==> config.mk <==
export PLATFORM = sky130hd
export DESIGN_NAME = wb_host_master
export DESIGN_NICKNAME = d
export VERILOG_FILES = /design/src/rtl/wb_host_pkg.sv /design/src/rtl/wb_host_master.sv
export SDC_FILE = /design/constraint.sdc
export NUM_CORES = 1
export LEC_CHECK = 0
export CORE_MARGIN = 2
export CORE_UTILIZATION = 43
export DETAILED_ROUTE_END_ITERATION = 6
export PLACE_DENSITY_LB_ADDON = 0.12
export RECOVER_POWER = 100
export SYNTH_ARGS = -nofsm -noshare
export SYNTH_HDL_FRONTEND = slang
export SYNTH_SLANG_ARGS = --single-unit
==> constraint.sdc <==
create_clock -name wb_clk_i -period 2.45 [get_ports wb_clk_i]
set_input_delay 0.735 -clock wb_clk_i [delete_from_list [all_inputs] [get_ports wb_clk_i]]
set_output_delay 0.735 -clock wb_clk_i [all_outputs]
set_load 0.005 [all_outputs]
==> src/rtl/wb_host_pkg.sv <==
// Shared types for the Wishbone host master.
// Holds the FSM state encoding and the default byte-select width.
package wb_host_pkg;

   typedef enum logic [1:0] {
      IDLE = 2'd0,
      BUS  = 2'd1,
      RESP = 2'd2
   } state_t;

   localparam int SEL_W = 32 / 8;

endpackage

==> src/rtl/wb_host_master.sv <==
// Wishbone classic initiator fed by a valid/ready command channel.
// Ports: wb_clk_i/wb_rst_i clock and sync reset; cmd_* command in;
// rsp_* response out; wbm_* Wishbone master bus. All outputs registered.
module wb_host_master
   import wb_host_pkg::*;
#(
   parameter int ADDR_W  = 32,
   parameter int DATA_W  = 32,
   parameter int TIMEOUT = 255
) (
   input  logic                wb_clk_i,
   input  logic                wb_rst_i,
   input  logic                cmd_valid,
   output logic                cmd_ready,
   input  logic                cmd_we,
   input  logic [ADDR_W-1:0]   cmd_adr,
   input  logic [DATA_W-1:0]   cmd_dat,
   input  logic [DATA_W/8-1:0] cmd_sel,
   output logic                rsp_valid,
   input  logic                rsp_ready,
   output logic [DATA_W-1:0]   rsp_dat,
   output logic                rsp_err,
   output logic                wbm_cyc_o,
   output logic                wbm_stb_o,
   output logic                wbm_we_o,
   output logic [ADDR_W-1:0]   wbm_adr_o,
   output logic [DATA_W-1:0]   wbm_dat_o,
   output logic [DATA_W/8-1:0] wbm_sel_o,
   input  logic                wbm_ack_i,
   input  logic [DATA_W-1:0]   wbm_dat_i
);

   localparam int CNT_W = $clog2(TIMEOUT + 1);
   localparam logic [CNT_W-1:0] CNT_LAST = CNT_W'(TIMEOUT - 1);
   localparam logic [CNT_W-1:0] CNT_MAX  = {CNT_W{1'b1}};

   state_t              state, state_n;
   logic [CNT_W-1:0]    cnt, cnt_n;
   logic                cmd_ready_n;
   logic                rsp_valid_n;
   logic [DATA_W-1:0]   rsp_dat_n;
   logic                rsp_err_n;
   logic                cyc_n;
   logic                stb_n;
   logic                we_n;
   logic [ADDR_W-1:0]   adr_n;
   logic [DATA_W-1:0]   dat_n;
   logic [DATA_W/8-1:0] sel_n;

   always_comb begin
      state_n     = state;
      cnt_n       = cnt;
      cmd_ready_n = cmd_ready;
      rsp_valid_n = rsp_valid;
      rsp_dat_n   = rsp_dat;
      rsp_err_n   = rsp_err;
      cyc_n       = wbm_cyc_o;
      stb_n       = wbm_stb_o;
      we_n        = wbm_we_o;
      adr_n       = wbm_adr_o;
      dat_n       = wbm_dat_o;
      sel_n       = wbm_sel_o;

      unique case (state)
         IDLE: begin
            // cmd_ready comes up one cycle after reset release
            cmd_ready_n = 1'b1;
            if (cmd_valid && cmd_ready) begin
               cmd_ready_n = 1'b0;
               we_n        = cmd_we;
               adr_n       = cmd_adr;
               dat_n       = cmd_dat;
               sel_n       = cmd_sel;
               cyc_n       = 1'b1;
               stb_n       = 1'b1;
               cnt_n       = '0;
               state_n     = BUS;
            end
         end
         BUS: begin
            if (cnt != CNT_MAX)
               cnt_n = cnt + CNT_W'(1);
            // ack has priority over a coincident timeout
            if (wbm_ack_i) begin
               cyc_n       = 1'b0;
               stb_n       = 1'b0;
               rsp_dat_n   = wbm_we_o ? '0 : wbm_dat_i;
               rsp_err_n   = 1'b0;
               rsp_valid_n = 1'b1;
               state_n     = RESP;
            end else if (cnt == CNT_LAST) begin
               cyc_n       = 1'b0;
               stb_n       = 1'b0;
               rsp_dat_n   = '0;
               rsp_err_n   = 1'b1;
               rsp_valid_n = 1'b1;
               state_n     = RESP;
            end
         end
         RESP: begin
            if (rsp_ready) begin
               rsp_valid_n = 1'b0;
               cmd_ready_n = 1'b1;
               state_n     = IDLE;
            end
         end
         default: begin
            state_n = IDLE;
         end
      endcase
   end

   always_ff @(posedge wb_clk_i) begin
      if (wb_rst_i) begin
         state     <= IDLE;
         cnt       <= '0;
         cmd_ready <= 1'b0;
         rsp_valid <= 1'b0;
         rsp_dat   <= '0;
         rsp_err   <= 1'b0;
         wbm_cyc_o <= 1'b0;
         wbm_stb_o <= 1'b0;
         wbm_we_o  <= 1'b0;
         wbm_adr_o <= '0;
         wbm_dat_o <= '0;
         wbm_sel_o <= '0;
      end else begin
         state     <= state_n;
         cnt       <= cnt_n;
         cmd_ready <= cmd_ready_n;
         rsp_valid <= rsp_valid_n;
         rsp_dat   <= rsp_dat_n;
         rsp_err   <= rsp_err_n;
         wbm_cyc_o <= cyc_n;
         wbm_stb_o <= stb_n;
         wbm_we_o  <= we_n;
         wbm_adr_o <= adr_n;
         wbm_dat_o <= dat_n;
         wbm_sel_o <= sel_n;
      end
   end

endmodule
==> results of run 1 <==
cells in the final DEF (no fill, tap or decap), types with 2 or more instances in the layout:
| cell | instances |
|---|---|
| nand2b_1 | 2 |
| clkbuf_1 | 4 |
| nand3b_1 | 3 |
| nor3_1 | 2 |
| clkbuf_16 | 16 |
| dlygate4sd3_1 | 107 |
| nand3_1 | 3 |
| a211oi_1 | 3 |
| clkinv_2 | 7 |
| clkbuf_2 | 2 |
| a22o_1 | 8 |
| and4_1 | 2 |
| mux2i_1 | 2 |
| o21a_1 | 2 |
| and3_1 | 2 |
| clkdlybuf4s50_1 | 103 |
| a22o_2 | 24 |
| inv_1 | 3 |
| bufinv_16 | 2 |
| nor2_1 | 7 |
| buf_12 | 2 |
| clkbuf_8 | 2 |
| a21oi_1 | 76 |
| nand2_1 | 145 |
| dfxtp_1 | 115 |
| ha_1 | 2 |
| buf_4 | 4 |
report_power, final:
| part | switching, mW | internal (mW) | leakage, nW |
|---|---|---|---|
| registers | 0.0430 | 1.95 | 0.934 |
| logic | 0.220 | 0.327 | 1.66 |
| clock network | 0.809 | 1.46 | 0.275 |
layout make-up:
type | count | area [um^2] | share of cell area
inverters | 3 | 11.3 | 0.00164
clock inverters | 11 | 111 | 0.0163
flip-flops and latches | 115 | 2300 | 0.336
repair buffers | 220 | 2190 | 0.320
multi-input cells | 302 | 1630 | 0.239
clock buffers | 21 | 439 | 0.0641
well taps | 129 | 161 | 0.0236
registers in the layout (all words and copies together) (netlist names):
name,flops
wbm_sel_o,4
wbm_stb_o,1
rsp_err,1
wbm_we_o,1
cnt,8
wbm_dat_o,32
rsp_valid,1
wbm_adr_o,32
rsp_dat,32
cmd_ready,1
state,2
metrics by stage:
| step | setup slack [ps] | util | total power, mW | cells |
|---|---|---|---|---|
| 2_1_floorplan | 796 | - | 2.24 | 455 |
| 3_3_place_gp | 106 | 0.686 | 2.61 | 769 |
| 3_5_place_dp | 30.0 | 0.686 | 2.62 | 769 |
| 4_1_cts | 182 | 0.746 | 4.90 | 801 |
| 5_1_grt | 97.8 | 0.741 | 5.00 | 801 |
| 6_report | 152 | 0.741 | 4.81 | 801 |
synth_stat cells (2+ instances only):
cell      number  area, um^2
nor2_1         7        26.3
clkbuf_1      15        56.3
a211oi_1       3        22.5
nand2b_1       2        12.5
buf_6          4        45.0
dfxtp_1      115        2300
and3_1         2        12.5
ha_1           2        25.0
nand3_1        3        15.0
nand2_1      145         544
buf_2         14        70.1
a22o_2        24         240
a22o_1         8        70.1
o21a_1         2        15.0
nand3b_1       3        22.5
inv_1          3        11.3
a21oi_1       76         380
mux2i_1        2        20.0
and4_1         2        17.5
routing by layer:
metal / vias to the layer above / global-route usage
li1: 1956 / -
met1: 1841 / 0.256
met2: 156 / 0.357
met3: 15 / 0.0856
met4: 0 / 0.0790
met5: - / 0
kinds of logic (layout without fill, tap and decap cells):
group	Yosys count	in the layout	share of synthesized area
AO/OA/AOI/OAI	122	122	0.201
adder cells (fa/ha/maj)	2	2	0.00608
buffers and inverters	38	255	0.0475
flip-flops	115	115	0.560
multiplexers	2	2	0.00487
AND/OR/NAND/NOR	176	176	0.181
worst paths after layout:
check | end | slack, ps | cells past startpoint
worst max-delay path | cmd_ready | 150 | 1
worst min-delay path | wbm_adr_o[11] | 450 | 2
worst max register to register | cnt[5] | 450 | 5
worst min register to register | wbm_adr_o[11] | 450 | 2
==> reports/metrics.cfg, run 1 <==
[clocking]
worstSkewPairLatency_ps=500
cts_setup_buffers=0
htreeDepth=4
cts_tree=done
cts_resized=0
clkTransAtPathRegs_ps=50
cts_root_buffer=clkbuf_8
clock_sinks=115
cts_buffers=17
ctsHoldBuffers=0
ctsLongestPathBuffers=2

[floorplanning]
core_um2=9240
die_y_um=102
ios=212
die_x_um=102
start_util=0.445
die-area_um2=10400
num_rows=35

[sta]
fin_crit_ps=2300
fin_skew_ps=10.1
holdWs_ps=449
setup_tns_ps=0
rsz0062_at_grt=no
worst_pin_slew_ps=728
setup_violations=0
max_freq_mhz=435
final.period_utilization=0.938
drv_slew=0
maxSlewHeadroom=0.511
finalHoldViolCount=0

[drt]
highest_layer=met4
vias=3968
routed-wl-met2_um=5660
wl_per_cell_um=14.3
first_pass_iters=4
wl_met1_um=4500
remaining_drc_errors=0
wl_met3_um=1070
ant_nets=0
viasPerCell=4.95
wirelength_um=11400
drt_first_iter_violations=137

[power]
powerDensity_nw_per_um2=702
p_leak_nw=2.87
ir_worst_vdd_mv=0.516

[setup_path]
cp_slowest_cell=dlygate4sd3_1
critPathMaxFanout=5
cpPeakStageDelay_ps=640
r2r_start=cnt[0]
crit_chain=dlygate4sd3_1
critPathKind=flop to output pin
critPathTopFamily=buffers and inverters
arrival_ps=1560
path_buf_inv=1
start_kind=flop
crit_required_ps=1710
critPathLaunch=cmd_ready
setup.worst_path.end_class=output pin

[outcome]
status=finished clean

[placement]
io_buffers=211
gp_congestion=0.742
post_dp_cell_area_um2=6340
hpwl_um=8010

[cells_and_area]
nFillCells=677
fin_nets=767
drive_above_1_share=0.104
final_area_um2=6850
area_growth_pct=66.6
num_antenna_cells=0

[synthesis]
synth.net_count=563
syn_inst=455
synth.avg_cell_area_um2=9.04
synth-seq-cells=115
synth_flop_cell=dfxtp_1
netlist_area_um2=4110
synthArstFlopShare=0
yosys_warnings=0
synth_edf_count=0
synth_cell_types=42
ys_seq_area_frac=0.560

[grt]
grt_overflow=0
grtUsageTotal=0.217
grt_max_degree=54
first_global_vias=3798
grt_first_pass_wirelength_um=17900
antenna_found_initial=0

[worst_hold_path]
min_from=wbm_adr_o[11]
min_path_type=flop to flop

[job]
drv_cap=0

Power figures use the tool's default switching activity.
==> run 2: changes to the inputs <==
- CORE_UTILIZATION: 43 -> 36
- clock period: 2.45 -> 1.92 ns (I/O delays scaled with it)
==> run 2 against run 1 <==
Routed wire length up 0.85%. Utilization decreased by 13 points. First-iteration DRC count increased by 77%. Flip-flop and latch count unchanged. Die area grew 19%. Clock skew rose by 3.7 ps. Sequential share of layout area shrank 0.44 points. Non-clock buffer count up 12. Critical path type unchanged. Highest routed layer unchanged.
==> reports/metrics.cfg, run 2 (synthesized netlist as in run 1, its figures left out) <==
[outcome]
status=finished clean

[setup_path]
cp_slowest_cell=dlygate4sd3_1
critPathMaxFanout=2  ; -3
crit_chain=dlygate4sd3_1
start_kind=flop
path_buf_inv=1  ; unchanged
crit_required_ps=1340  ; -370 ps
setup.worst_path.end_class=output pin
critPathTopFamily=buffers and inverters
critPathKind=flop to output pin
arrival_ps=1280  ; -280 ps
cpPeakStageDelay_ps=570  ; -70 ps

[cells_and_area]
reg.largest.list=rsp_dat (32), wbm_adr_o (32), wbm_dat_o (32)
final_common_cell=clkdlybuf4s50_1
fin_nets=779  ; +1.6%
area_growth_pct=68.8
drive_above_1_share=0.115  ; +0.0105
num_antenna_cells=0  ; unchanged
final_util=0.616  ; -0.126
nFillCells=997  ; +47%
final_cell_mix=clkdlybuf4s50_1, nand2_1, dfxtp_1

[clocking]
clock_sinks=115  ; unchanged
cts_buffers=17  ; unchanged
cts_tree=done
clkTransAtPathRegs_ps=50  ; about the same
worstSkewPairLatency_ps=400  ; -100 ps
ctsLongestPathBuffers=2  ; unchanged
htreeDepth=4  ; unchanged
cts_root_buffer=clkbuf_16
cts_setup_buffers=0  ; unchanged

[placement]
gp_congestion=0.737  ; -0.58%
pre_cts_ws_ps=-139  ; -169 ps
hpwl_um=8210  ; +2.6%
io_buffers=211  ; unchanged

[sta]
rsz0062_at_grt=no
drv_slew=0  ; unchanged
fin_crit_ps=1860
max_freq_mhz=538
final.period_utilization=0.967
setup_violations=0  ; unchanged
maxSlewHeadroom=0.699  ; +0.187
finalHoldViolCount=0  ; unchanged
fin_skew_ps=13.7  ; +3.65 ps
worst_pin_slew_ps=452  ; -276 ps
layout_setup_ws_ps=62.6  ; -89.5 ps

[job]
drv_cap=0  ; unchanged

[drt]
remaining_drc_errors=0  ; unchanged
wl_per_cell_um=14.0  ; -1.8%
viasPerCell=4.78  ; -3.5%
wirelength_um=11500  ; +0.85%
first_pass_iters=4  ; unchanged
drt_first_iter_violations=243  ; +77%
ant_nets=0  ; unchanged
vias=3936  ; -0.81%

[grt]
first_global_vias=3925  ; +3.3%
grt_overflow=0  ; unchanged
antenna_found_initial=0  ; unchanged
grt_first_pass_wirelength_um=19000  ; +6.4%
grtUsageTotal=0.188  ; -0.0291
grt_max_degree=34  ; -37%

[power]
p_leak_nw=2.61  ; -9.1%
powerDensity_nw_per_um2=869  ; +24%
ir_worst_vdd_mv=0.483  ; -6.4%
total_power_mw=6.03  ; +25%

[floorplanning]
start_util=0.365  ; -0.0802
ios=212  ; unchanged
core_um2=11300  ; +22%
num_rows=39  ; +11%
die-area_um2=12300  ; +19%
die_y_um=111  ; +8.9%
die_x_um=111  ; +8.9%

[worst_hold_path]
min_path_type=flop to flop

[run 2: cell types whose count changed in the layout (fill, tap and decap cells not counted), sizes merged, moves of 2 or more]
cell           delta
dlygate4sd2       +2
buf              +12
clkdlybuf4s50    +95
dlygate4sd3      -97
[run 2: per-layer routing]
layer / vias up / global-route usage / routed length (um)
li1: 1971 / - / -
met1: 1809 / 0.228 / 5050
met2: 142 / 0.300 / 5460
met3: 14 / 0.0705 / 820
met4: 0 / 0.0767 / 197
met5: - / 0 / 0
[run 2: report_power, final]
part	leakage (nW)	switching [mW]	internal, mW
logic	1.41	0.283	0.473
registers	0.934	0.0579	2.49
clock network	0.261	0.965	1.76
[run 2: metrics by stage]
step,hold WS (ps),instance area [um^2],setup TNS (ps),cells
floorplan,453,4110,0,455
global placement,441,6470,-4070,795
detailed placement,447,6470,-7900,795
CTS,454,6980,0,823
global route,470,6940,0,823
finish,449,6940,0,823
[run 2: what timing repair did]
item / 4_1_cts / 5_1_grt
resized for setup: 3 / 0
hold buffers: 0 / 0
setup endpoints to repair: 2 / 0
[run 2: worst register-to-register path, delay by kind of cell (launching register included)]
| kind | cells | cell delay [ps] |
|---|---|---|
| and+or+nand+nor | 2 | 380 |
| AOI/OAI and AO/OA | 1 | 280 |
| DFF | 1 | 350 |
| adders and majority gates | 1 | 260 |
| muxes | 1 | 140 |
| buffers and inverters | 1 | 230 |
[run 2: final timing paths]
kind | from | endpoint | slack (ps) | depth (start not counted)
worst min-delay path | wbm_adr_o[19] | wbm_adr_o[19] | 450 | 2
worst max-delay path | wbm_adr_o[28] | wbm_adr_o[28] | 60 | 1
worst max register to register | cnt[0] | cnt[5] | 160 | 6
worst min register to register | wbm_adr_o[19] | wbm_adr_o[19] | 450 | 2
[run 2: layout make-up]
cell class / instances / area [um^2] / share of cell area
sequential: 115 / 2300 / 0.332
timing repair buffer: 232 / 2300 / 0.332
multi-input combinational: 302 / 1640 / 0.236
clock buffer: 20 / 447 / 0.0644
tap: 143 / 179 / 0.0258
clock inverter: 8 / 65.1 / 0.00937
inverter: 3 / 11.3 / 0.00162
==> run 3: changes to the inputs <==
- CTS_BUF_LIST: default -> sky130_fd_sc_hd__clkbuf_16
==> run 3 against run 2 <==
Hold slack about the same. Flip-flop and latch count unchanged. Final cell count unchanged. Sequential power about the same. Worst setup slack worse by 3.8 ps. Die area unchanged. Utilization down 0.089 points. Maximum frequency down 0.21%. Largest cell class unchanged. Largest power group unchanged.
==> reports/metrics.cfg, run 3 (synthesized netlist as in run 1, its figures left out) <==
[floorplanning]
num_rows=39  ; unchanged
die-area_um2=12300  ; unchanged
die_y_um=111  ; unchanged
die_x_um=111  ; unchanged
ios=212  ; unchanged
core_um2=11300  ; unchanged
start_util=0.365  ; unchanged

[clocking]
cts_buffers=17  ; unchanged
clkTransAtPathRegs_ps=50  ; about the same
ctsHoldBuffers=0  ; unchanged
cts_tree=done
cts_root_buffer=clkbuf_16
cts_resized=3  ; unchanged
clock_sinks=115  ; unchanged
ctsLongestPathBuffers=2  ; unchanged
htreeDepth=4  ; unchanged
worstSkewPairLatency_ps=400  ; about the same
cts_setup_buffers=0  ; unchanged

[power]
p_seq_frac=0.426  ; +0.003
intPower_mw=4.68  ; -1.1%
p_clk_frac=0.447  ; -0.005
p_sw_mw=1.31  ; +0.49%
ir_worst_vdd_mv=0.491  ; +1.7%
powerDensity_nw_per_um2=864  ; -0.61%
swShare=0.219  ; +0.00272
p_comb_frac=0.126  ; about the same
p_leak_nw=2.61  ; +0.22%

[drt]
wl_met3_um=796  ; -2.9%
wl_per_cell_um=14.0  ; +0.23%
highest_layer=met4
remaining_drc_errors=0  ; unchanged
first_pass_iters=4  ; unchanged
viasPerCell=4.80  ; +0.36%
wirelength_um=11600  ; +0.23%
routed-wl-met2_um=5420  ; -0.81%
ant_nets=0  ; unchanged
wl_met1_um=5090  ; +0.95%
vias=3950  ; +0.36%
drt_first_iter_violations=237  ; -2.5%

[cells_and_area]
reg.largest.list=rsp_dat (32), wbm_adr_o (32), wbm_dat_o (32)
num_antenna_cells=0  ; unchanged
drive_above_1_share=0.113  ; -0.00147
final_cell_mix=clkdlybuf4s50_1, nand2_1, dfxtp_1
fin_nets=779  ; unchanged
finalNonFillerCells=823  ; unchanged
final_common_cell=clkdlybuf4s50_1
area_growth_pct=68.5
final_util=0.615  ; -0.000888

[setup_path]
r2r_start=cnt[0]
start_kind=flop
crit_required_ps=1340  ; about the same
critPathMaxFanout=2  ; unchanged
setup.worst_path.end_class=output pin
critPathKind=flop to output pin
critPathLaunch=wbm_adr_o[28]
path_buf_inv=1  ; unchanged
critPathTopFamily=buffers and inverters
crit_chain=dlygate4sd3_1
arrival_ps=1290  ; about the same
cpPeakStageDelay_ps=570  ; about the same
cp_slowest_cell=dlygate4sd3_1

[sta]
setup_tns_ps=0  ; unchanged
finalHoldViolCount=0  ; unchanged
setup_violations=0  ; unchanged
max_freq_mhz=537  ; -0.21%
maxSlewHeadroom=0.702  ; +0.00299
worst_pin_slew_ps=448  ; -4.48 ps
fin_crit_ps=1860  ; +3.82 ps
drv_slew=0  ; unchanged
final.period_utilization=0.969  ; +0.00199
rsz0062_at_grt=no
fin_skew_ps=8.54  ; -5.19 ps

[placement]
gp_congestion=0.737  ; unchanged
hpwl_um=8210  ; unchanged
io_buffers=211  ; unchanged
dpl.cell_count=795  ; unchanged

[job]
drv_cap=0  ; unchanged

[grt]
grt_first_pass_wirelength_um=19000  ; unchanged
antenna_found_initial=0  ; unchanged
grtUsageTotal=0.188  ; unchanged
first_global_vias=3918  ; -0.18%
grt_overflow=0  ; unchanged
grt_max_degree=34  ; unchanged

[worst_hold_path]
min_from=wbm_adr_o[19]
min_path_type=flop to flop

[outcome]
status=finished clean

[run 3: path summary, 6_finish.rpt]
| kind | end | slack [ps] | cells after the start |
|---|---|---|---|
| setup / recovery | wbm_adr_o[28] | 60 | 1 |
| hold / removal | wbm_adr_o[19] | 450 | 2 |
| setup reg to reg | cnt[5] | 150 | 6 |
| hold reg to reg | wbm_adr_o[19] | 450 | 2 |
[run 3: final cells by class]
cell class                      instances  area, um^2
Multi-Input combinational cell        302        1640
Timing Repair Buffer                  232        2300
Clock inverter                         11        76.3
Fill cell                             999        4340
Tap cell                              143         179
Inverter                                3        11.3
Sequential cell                       115        2300
Clock buffer                           17         425
[run 3: per-layer routing]
| metal | GRT usage | up-vias |
|---|---|---|
| met5 | 0 | - |
| met4 | 0.0867 | 0 |
| met3 | 0.0640 | 20 |
| met2 | 0.300 | 144 |
| met1 | 0.228 | 1815 |
| li1 | - | 1971 |
[run 3: worst register-to-register path, delay by kind of cell (launching register included)]
family	cells	cell delay [ps]
mux	1	140
compound gates	1	290
simple gates	2	390
fa+ha+maj	1	260
flops	1	350
buf+inv	1	230
[run 3: power groups by stage]
stage	registers [mW]	clock network, mW	logic [mW]
after floorplan	2.60	0	0.256
after global placement	2.60	0	0.770
final	2.55	2.68	0.757
after global routing	2.56	2.85	0.823
after detailed placement	2.60	0	0.780
after CTS	2.55	2.74	0.783
[run 3: through the flow]
| stage | total power, mW | hold slack [ps] | setup WS (ps) | instance area, um^2 |
|---|---|---|---|---|
| 2_1_floorplan | 2.86 | 453 | 388 | 4110 |
| 3_3_place_gp | 3.37 | 441 | -79.3 | 6470 |
| 3_5_place_dp | 3.38 | 447 | -139 | 6470 |
| 4_1_cts | 6.08 | 454 | 58.8 | 6970 |
| 5_1_grt | 6.23 | 470 | 22.9 | 6930 |
| 6_report | 5.99 | 449 | 58.7 | 6930 |
